### src/rtl/vga_sync_gen.sv
// vga_sync_gen: horizontal/vertical VGA timing generator, one count per pixel clock.
// Produces active-low hsync/vsync, video_on, pixel coordinates and line/frame
// start pulses. All decoded outputs are registered from the next-state counter
// values, so they stay cycle-aligned with pixel_x/pixel_y.
// Optional build macro VGA_FRAME_COUNT_EN adds an 8-bit wrapping frame_count output.
module vga_sync_gen #(
  parameter int H_DISPLAY = 640,
  parameter int H_FRONT   = 16,
  parameter int H_SYNC    = 96,
  parameter int H_BACK    = 48,
  parameter int V_DISPLAY = 480,
  parameter int V_FRONT   = 10,
  parameter int V_SYNC    = 2,
  parameter int V_BACK    = 33,
  parameter int CNT_W     = 10
) (
  input  logic             clk,
  input  logic             rst,
  output logic             hsync,
  output logic             vsync,
  output logic             video_on,
  output logic [CNT_W-1:0] pixel_x,
  output logic [CNT_W-1:0] pixel_y,
  output logic             line_start,
  output logic             frame_start
`ifdef VGA_FRAME_COUNT_EN
  ,
  output logic [7:0]       frame_count
`endif
);

  localparam int H_TOTAL = H_DISPLAY + H_FRONT + H_SYNC + H_BACK;
  localparam int V_TOTAL = V_DISPLAY + V_FRONT + V_SYNC + V_BACK;

  localparam logic [CNT_W-1:0] H_MAX      = CNT_W'(H_TOTAL - 1);
  localparam logic [CNT_W-1:0] V_MAX      = CNT_W'(V_TOTAL - 1);
  localparam logic [CNT_W-1:0] H_ACT      = CNT_W'(H_DISPLAY);
  localparam logic [CNT_W-1:0] V_ACT      = CNT_W'(V_DISPLAY);
  localparam logic [CNT_W-1:0] HS_FIRST   = CNT_W'(H_DISPLAY + H_FRONT);
  localparam logic [CNT_W-1:0] HS_LAST    = CNT_W'(H_DISPLAY + H_FRONT + H_SYNC - 1);
  localparam logic [CNT_W-1:0] VS_FIRST   = CNT_W'(V_DISPLAY + V_FRONT);
  localparam logic [CNT_W-1:0] VS_LAST    = CNT_W'(V_DISPLAY + V_FRONT + V_SYNC - 1);
  localparam logic [CNT_W-1:0] CNT_ONE    = CNT_W'(1);

  logic [CNT_W-1:0] r_h_cnt;
  logic [CNT_W-1:0] r_v_cnt;
  logic             r_hsync;
  logic             r_vsync;
  logic             r_video_on;
  logic             r_line_start;
  logic             r_frame_start;

  logic             w_h_wrap;
  logic [CNT_W-1:0] w_h_nxt;
  logic [CNT_W-1:0] w_v_nxt;
  logic             w_hsync_nxt;
  logic             w_vsync_nxt;
  logic             w_video_on_nxt;
  logic             w_line_start_nxt;
  logic             w_frame_start_nxt;

  // Next-state counters and the decode of those next-state values.
  always_comb begin
    w_h_wrap = (r_h_cnt == H_MAX);
    w_h_nxt  = w_h_wrap ? '0 : r_h_cnt + CNT_ONE;
    w_v_nxt  = r_v_cnt;
    if (w_h_wrap) begin
      w_v_nxt = (r_v_cnt == V_MAX) ? '0 : r_v_cnt + CNT_ONE;
    end
    w_hsync_nxt       = !((w_h_nxt >= HS_FIRST) && (w_h_nxt <= HS_LAST));
    w_vsync_nxt       = !((w_v_nxt >= VS_FIRST) && (w_v_nxt <= VS_LAST));
    w_video_on_nxt    = (w_h_nxt < H_ACT) && (w_v_nxt < V_ACT);
    w_line_start_nxt  = (w_h_nxt == '0);
    w_frame_start_nxt = (w_h_nxt == '0) && (w_v_nxt == '0);
  end

  // Counter and decoded-output registers; reset parks at the last pixel of the frame.
  always_ff @(posedge clk) begin
    if (rst) begin
      r_h_cnt       <= H_MAX;
      r_v_cnt       <= V_MAX;
      r_hsync       <= 1'b1;
      r_vsync       <= 1'b1;
      r_video_on    <= 1'b0;
      r_line_start  <= 1'b0;
      r_frame_start <= 1'b0;
    end else begin
      r_h_cnt       <= w_h_nxt;
      r_v_cnt       <= w_v_nxt;
      r_hsync       <= w_hsync_nxt;
      r_vsync       <= w_vsync_nxt;
      r_video_on    <= w_video_on_nxt;
      r_line_start  <= w_line_start_nxt;
      r_frame_start <= w_frame_start_nxt;
    end
  end

  assign hsync       = r_hsync;
  assign vsync       = r_vsync;
  assign video_on    = r_video_on;
  assign pixel_x     = r_h_cnt;
  assign pixel_y     = r_v_cnt;
  assign line_start  = r_line_start;
  assign frame_start = r_frame_start;

`ifdef VGA_FRAME_COUNT_EN
  logic [7:0] r_frame_count;

  // Frame counter advances on the same edge that registers frame_start.
  always_ff @(posedge clk) begin
    if (rst) begin
      r_frame_count <= '0;
    end else if (w_frame_start_nxt) begin
      r_frame_count <= r_frame_count + 8'd1;
    end
  end

  assign frame_count = r_frame_count;
`endif

endmodule
### config.mk
export PLATFORM = sky130hd
export DESIGN_NAME = vga_sync_gen
export DESIGN_NICKNAME = d
export VERILOG_FILES = /design/src/rtl/vga_sync_gen.sv
export SDC_FILE = /design/constraint.sdc
export NUM_CORES = 1
export LEC_CHECK = 0
export ABC_AREA = 1
export CAP_MARGIN = 20
export CORE_MARGIN = 2
export CORE_UTILIZATION = 31
export DETAILED_ROUTE_END_ITERATION = 6
export GPL_TIMING_DRIVEN = 0
export PLACE_DENSITY = 0.53
export SKIP_CTS_REPAIR_TIMING = 1
export SYNTH_ARGS = -nofsm -noshare
export SYNTH_HDL_FRONTEND = slang
export SYNTH_SLANG_ARGS = --single-unit
### constraint.sdc
create_clock -name clk -period 1.9 [get_ports clk]
set_input_delay 0.19 -clock clk [delete_from_list [all_inputs] [get_ports clk]]
set_output_delay 0.19 -clock clk [all_outputs]
set_load 0.1 [all_outputs]
==> metrics list <==
- Final worst path period need: 1.705 ns
- IR Drop Worst-Case VDD: 798.2 uV
- In this run the count of I/O pins placed on the die edge is 27.
- Number of standard cells after synthesis: 225
- Worst Tran Pin Value: 0.9761 ns
- Arrival time of data at the critical path endpoint: approximately 1.9 ns
* Number of max-capacitance violations reported: 0
- TritonCTS clock tree: done
- The clock passes through at most 2 buffers.
- The initial antenna violation count is 0.
- Placement-stage worst setup slack: about 0.13 ns
- Total power for the finished layout comes to 3.701 mW.
- The library cell used most frequently in the layout, excluding fill and tap cells, is nand2_1.
- Outcome: complete, no violations
* Switching power total: between 2 and 2.5 mW
- Critical Path End Type: flop
* Iteration count of the initial detailed-routing pass: 4
- Critical hold path startpoint: pixel_x[0]
- Library cell contributing the largest single delay on the critical path: dfxtp_4
- The clock drives 25 sinks.
- Via-per-instance ratio: 4.543
- Setup slack on the critical path of the routed design comes to about 0.20 ns.
- Starting Density: 0.3173
- The detailed router finished its first iteration with 69 violations.
* P_int: 1.508 mW
- The floorplan step defined a core boundary enclosing around 0.0047 sq mm.
- For this run, the slowest stage of the critical path takes 0.39 ns.
- The share of total power dissipated in combinational logic is 0.680.
- Endpoints failing setup: 0
- Cell chain of the critical path: ha_4 -> nand2_2 -> nor2_8 -> inv_2 -> nor2_4 -> buf_6 -> nand3_1 -> nand2_1 -> nor2_1 -> nand2_2 -> nor2_2 -> nand2_1 -> nor2_2
- Number of different library cells in the post-synthesis netlist: 29
- In this run the worst path has a maximum fanout of 10.
- Antenna Violating Nets Remaining: 0
- Clock tree synthesis inserted a total of 3 buffers.
- Nets: between 200 and 300
- Post-placement cell area: 0.001853 sq mm
* CP Launch Point: pixel_x[0]
* Leading cell types in the layout, fill and taps excluded: nand2_1, inv_1, dlymetal6s2s_1, nor2_1, nand3_1
- For this block, the routed nets add up to between 3000 and 4000 um of wire.
* Area Growth Syn to Fin: 34.26%
- Fraction of final layout cells sized beyond drive strength 1: 0.2140
* ANT cells: 0
- The number of nets handed over by synthesis was 231.
- Synth warn: 0
- Clock share of power: 0.093
- Number of hold-slack violations in the final timing report: 0
- Crit Reg-Reg Startpoint: pixel_x[0]
* Weighted congestion at the end of routability-driven global placement: 0.8255
* Average instance area after synthesis: 6.573 sq um
- Summing every instance area after synthesis gives ~0.0015 sq mm.
- Final period utilization: 0.8972
- The clock reaches the later pin of the worst-skew pair after 0.27 ns.
* Global routing usage summed across all routing layers: 0.1442
- Average detailed-routed wire length per instance: 11.91 um
- Path type of the worst setup path: flop to flop
- For this run the aggregate overflow at the end of global routing stands at 0.
- Number of buffer cells added on primary ports: 26
- The first global-routing pass estimated 5906 um of wire.
- The die covers 0.005339 sq mm.
- For the worst setup path, the data required time is 2.08 ns.
- Buffer type at the clock tree root: clkbuf_8
* Number of global-route vias before repair: 1,244
- STA classifies the critical path startpoint as a flop.
- Worst relative slew slack: 0.3482
- Final HPWL from detailed placement: 2838 um
* Via count: 1,413
* Flop and latch count out of synthesis: 25
- The analysis attributes to cell leakage a power of 1.200 nW.
- The final number of max-transition violations was 0.
- The die is 73.07 um tall.
- H-Tree Level Count: 1
- Part of the total power dissipated in sequential elements: 0.227
- Part of the Yosys area used for sequential elements: 0.3384
- Entering global routing, the biggest net connects 17 pins.
- The floorplan step set the die width to roughly 73 um.
- Maximum frequency from static timing analysis: 586.6 MHz
- In this run the core area contains 25 standard-cell rows.
- Between clock sinks in the finished design, the worst skew comes to 0.002625 ns.
- Power density normalized to cell area: 1864 mW/mm^2
* Worst-path clk slew: 0.09 ns
* Summed area of non-filler cells in the final layout: 0.001986 sq mm
- DRC violation count after routing: 0
* Switching share of power: 0.5925
* Setup repair after global routing missed its margin: false
- Tightest Hold Check Type: flop to flop
cell type report:
type                       count  area [sq um]
multi-input combinational    161         833.3
clock buffer                   3         41.29
fill                         467          2675
inverter                      34         127.6
sequential                    25         534.3
clock inverter                 1         8.758
buffer                         5         35.03
tap                           54         67.56
timing repair buffer          28         337.8
through the flow:
stage | utilization | std cells | TNS, ns | hold slack (ns)
2_1_floorplan | - | 225 | 0 | 0.2501
3_3_place_gp | 0.3976 | 305 | 0 | 0.4928
3_5_place_dp | 0.3976 | 305 | 0 | 0.4905
4_1_cts | 0.4083 | 309 | -1.905 | 0.5200
5_1_grt | 0.4260 | 311 | 0 | 0.5438
6_report | 0.4260 | 311 | 0 | 0.5050
state kept, by name, indices dropped and copies added, names as in the netlist:
| name | flops |
|---|---|
| vsync | 1 |
| frame_start | 1 |
| video_on | 1 |
| hsync | 1 |
| pixel_y | 10 |
| pixel_x | 10 |
| line_start | 1 |
synth_stat cells:
| cell type | count | area share |
|---|---|---|
| a21oi_1 | 2 | 0.0068 |
| and2_1 | 1 | 0.0042 |
| buf_2 | 1 | 0.0034 |
| buf_6 | 2 | 0.015 |
| clkbuf_1 | 2 | 0.0051 |
| dfxtp_1 | 25 | 0.34 |
| ha_1 | 4 | 0.034 |
| inv_1 | 28 | 0.071 |
| inv_2 | 6 | 0.015 |
| nand2_1 | 67 | 0.17 |
| nand2_2 | 6 | 0.025 |
| nand3_1 | 19 | 0.064 |
| nand3_2 | 2 | 0.014 |
| nand3b_1 | 1 | 0.0051 |
| nand4_1 | 5 | 0.021 |
| nand4_2 | 1 | 0.0085 |
| nor2_1 | 24 | 0.061 |
| nor2_2 | 6 | 0.025 |
| nor2_4 | 2 | 0.015 |
| nor2_8 | 1 | 0.014 |
| nor3_1 | 3 | 0.010 |
| o211ai_1 | 1 | 0.0051 |
| o21a_1 | 1 | 0.0051 |
| o21ai_0 | 6 | 0.020 |
| o21ai_1 | 3 | 0.010 |
| o21bai_1 | 1 | 0.0051 |
| or2_1 | 1 | 0.0042 |
| xnor2_1 | 1 | 0.0059 |
| xor2_1 | 3 | 0.018 |
logic make-up after synthesis:
group	share of synthesized area
XOR/XNOR	0.02369
buffers and inverters	0.1100
flip-flops	0.3384
AO/OA/AOI/OAI	0.05246
AND/OR/NAND/NOR	0.4416
adder cells (fa/ha/maj)	0.03384
power by group through the flow:
stage	clock network, mW	logic, mW	registers, mW
2_1_floorplan	0	1.05	1.77
3_3_place_gp	0	2.48	0.862
3_5_place_dp	0	2.49	0.862
4_1_cts	0.351	2.50	0.852
5_1_grt	0.378	2.70	0.872
6_report	0.344	2.52	0.841
final timing paths:
| check | endpoint | slack [ns] | depth (start not counted) |
|---|---|---|---|
| worst max-delay path | frame_start | 0.20 | 13 |
| worst min-delay path | pixel_x[0] | 0.50 | 1 |
| worst max register to register | frame_start | 0.20 | 13 |
| worst min register to register | pixel_x[0] | 0.50 | 1 |
worst max-delay path: cells and delay by family, from the launching register on:
kind | cells | cell delay, ns
adders and majority gates | 1 | 0.14
buffers and inverters | 2 | 0.23
DFF | 1 | 0.39
and+or+nand+nor | 10 | 0.84
metal layers:
layer	vias to the layer above	share of wire	wire length (um)	global-route usage
met5	-	0	0	0
met4	0	0.012	44	0.04321
met3	4	0.030	111	0.01519
met2	25	0.45	1657	0.2192
met1	620	0.51	1891	0.2133
li1	764	-	-	-
Power figures use the tool's default switching activity.
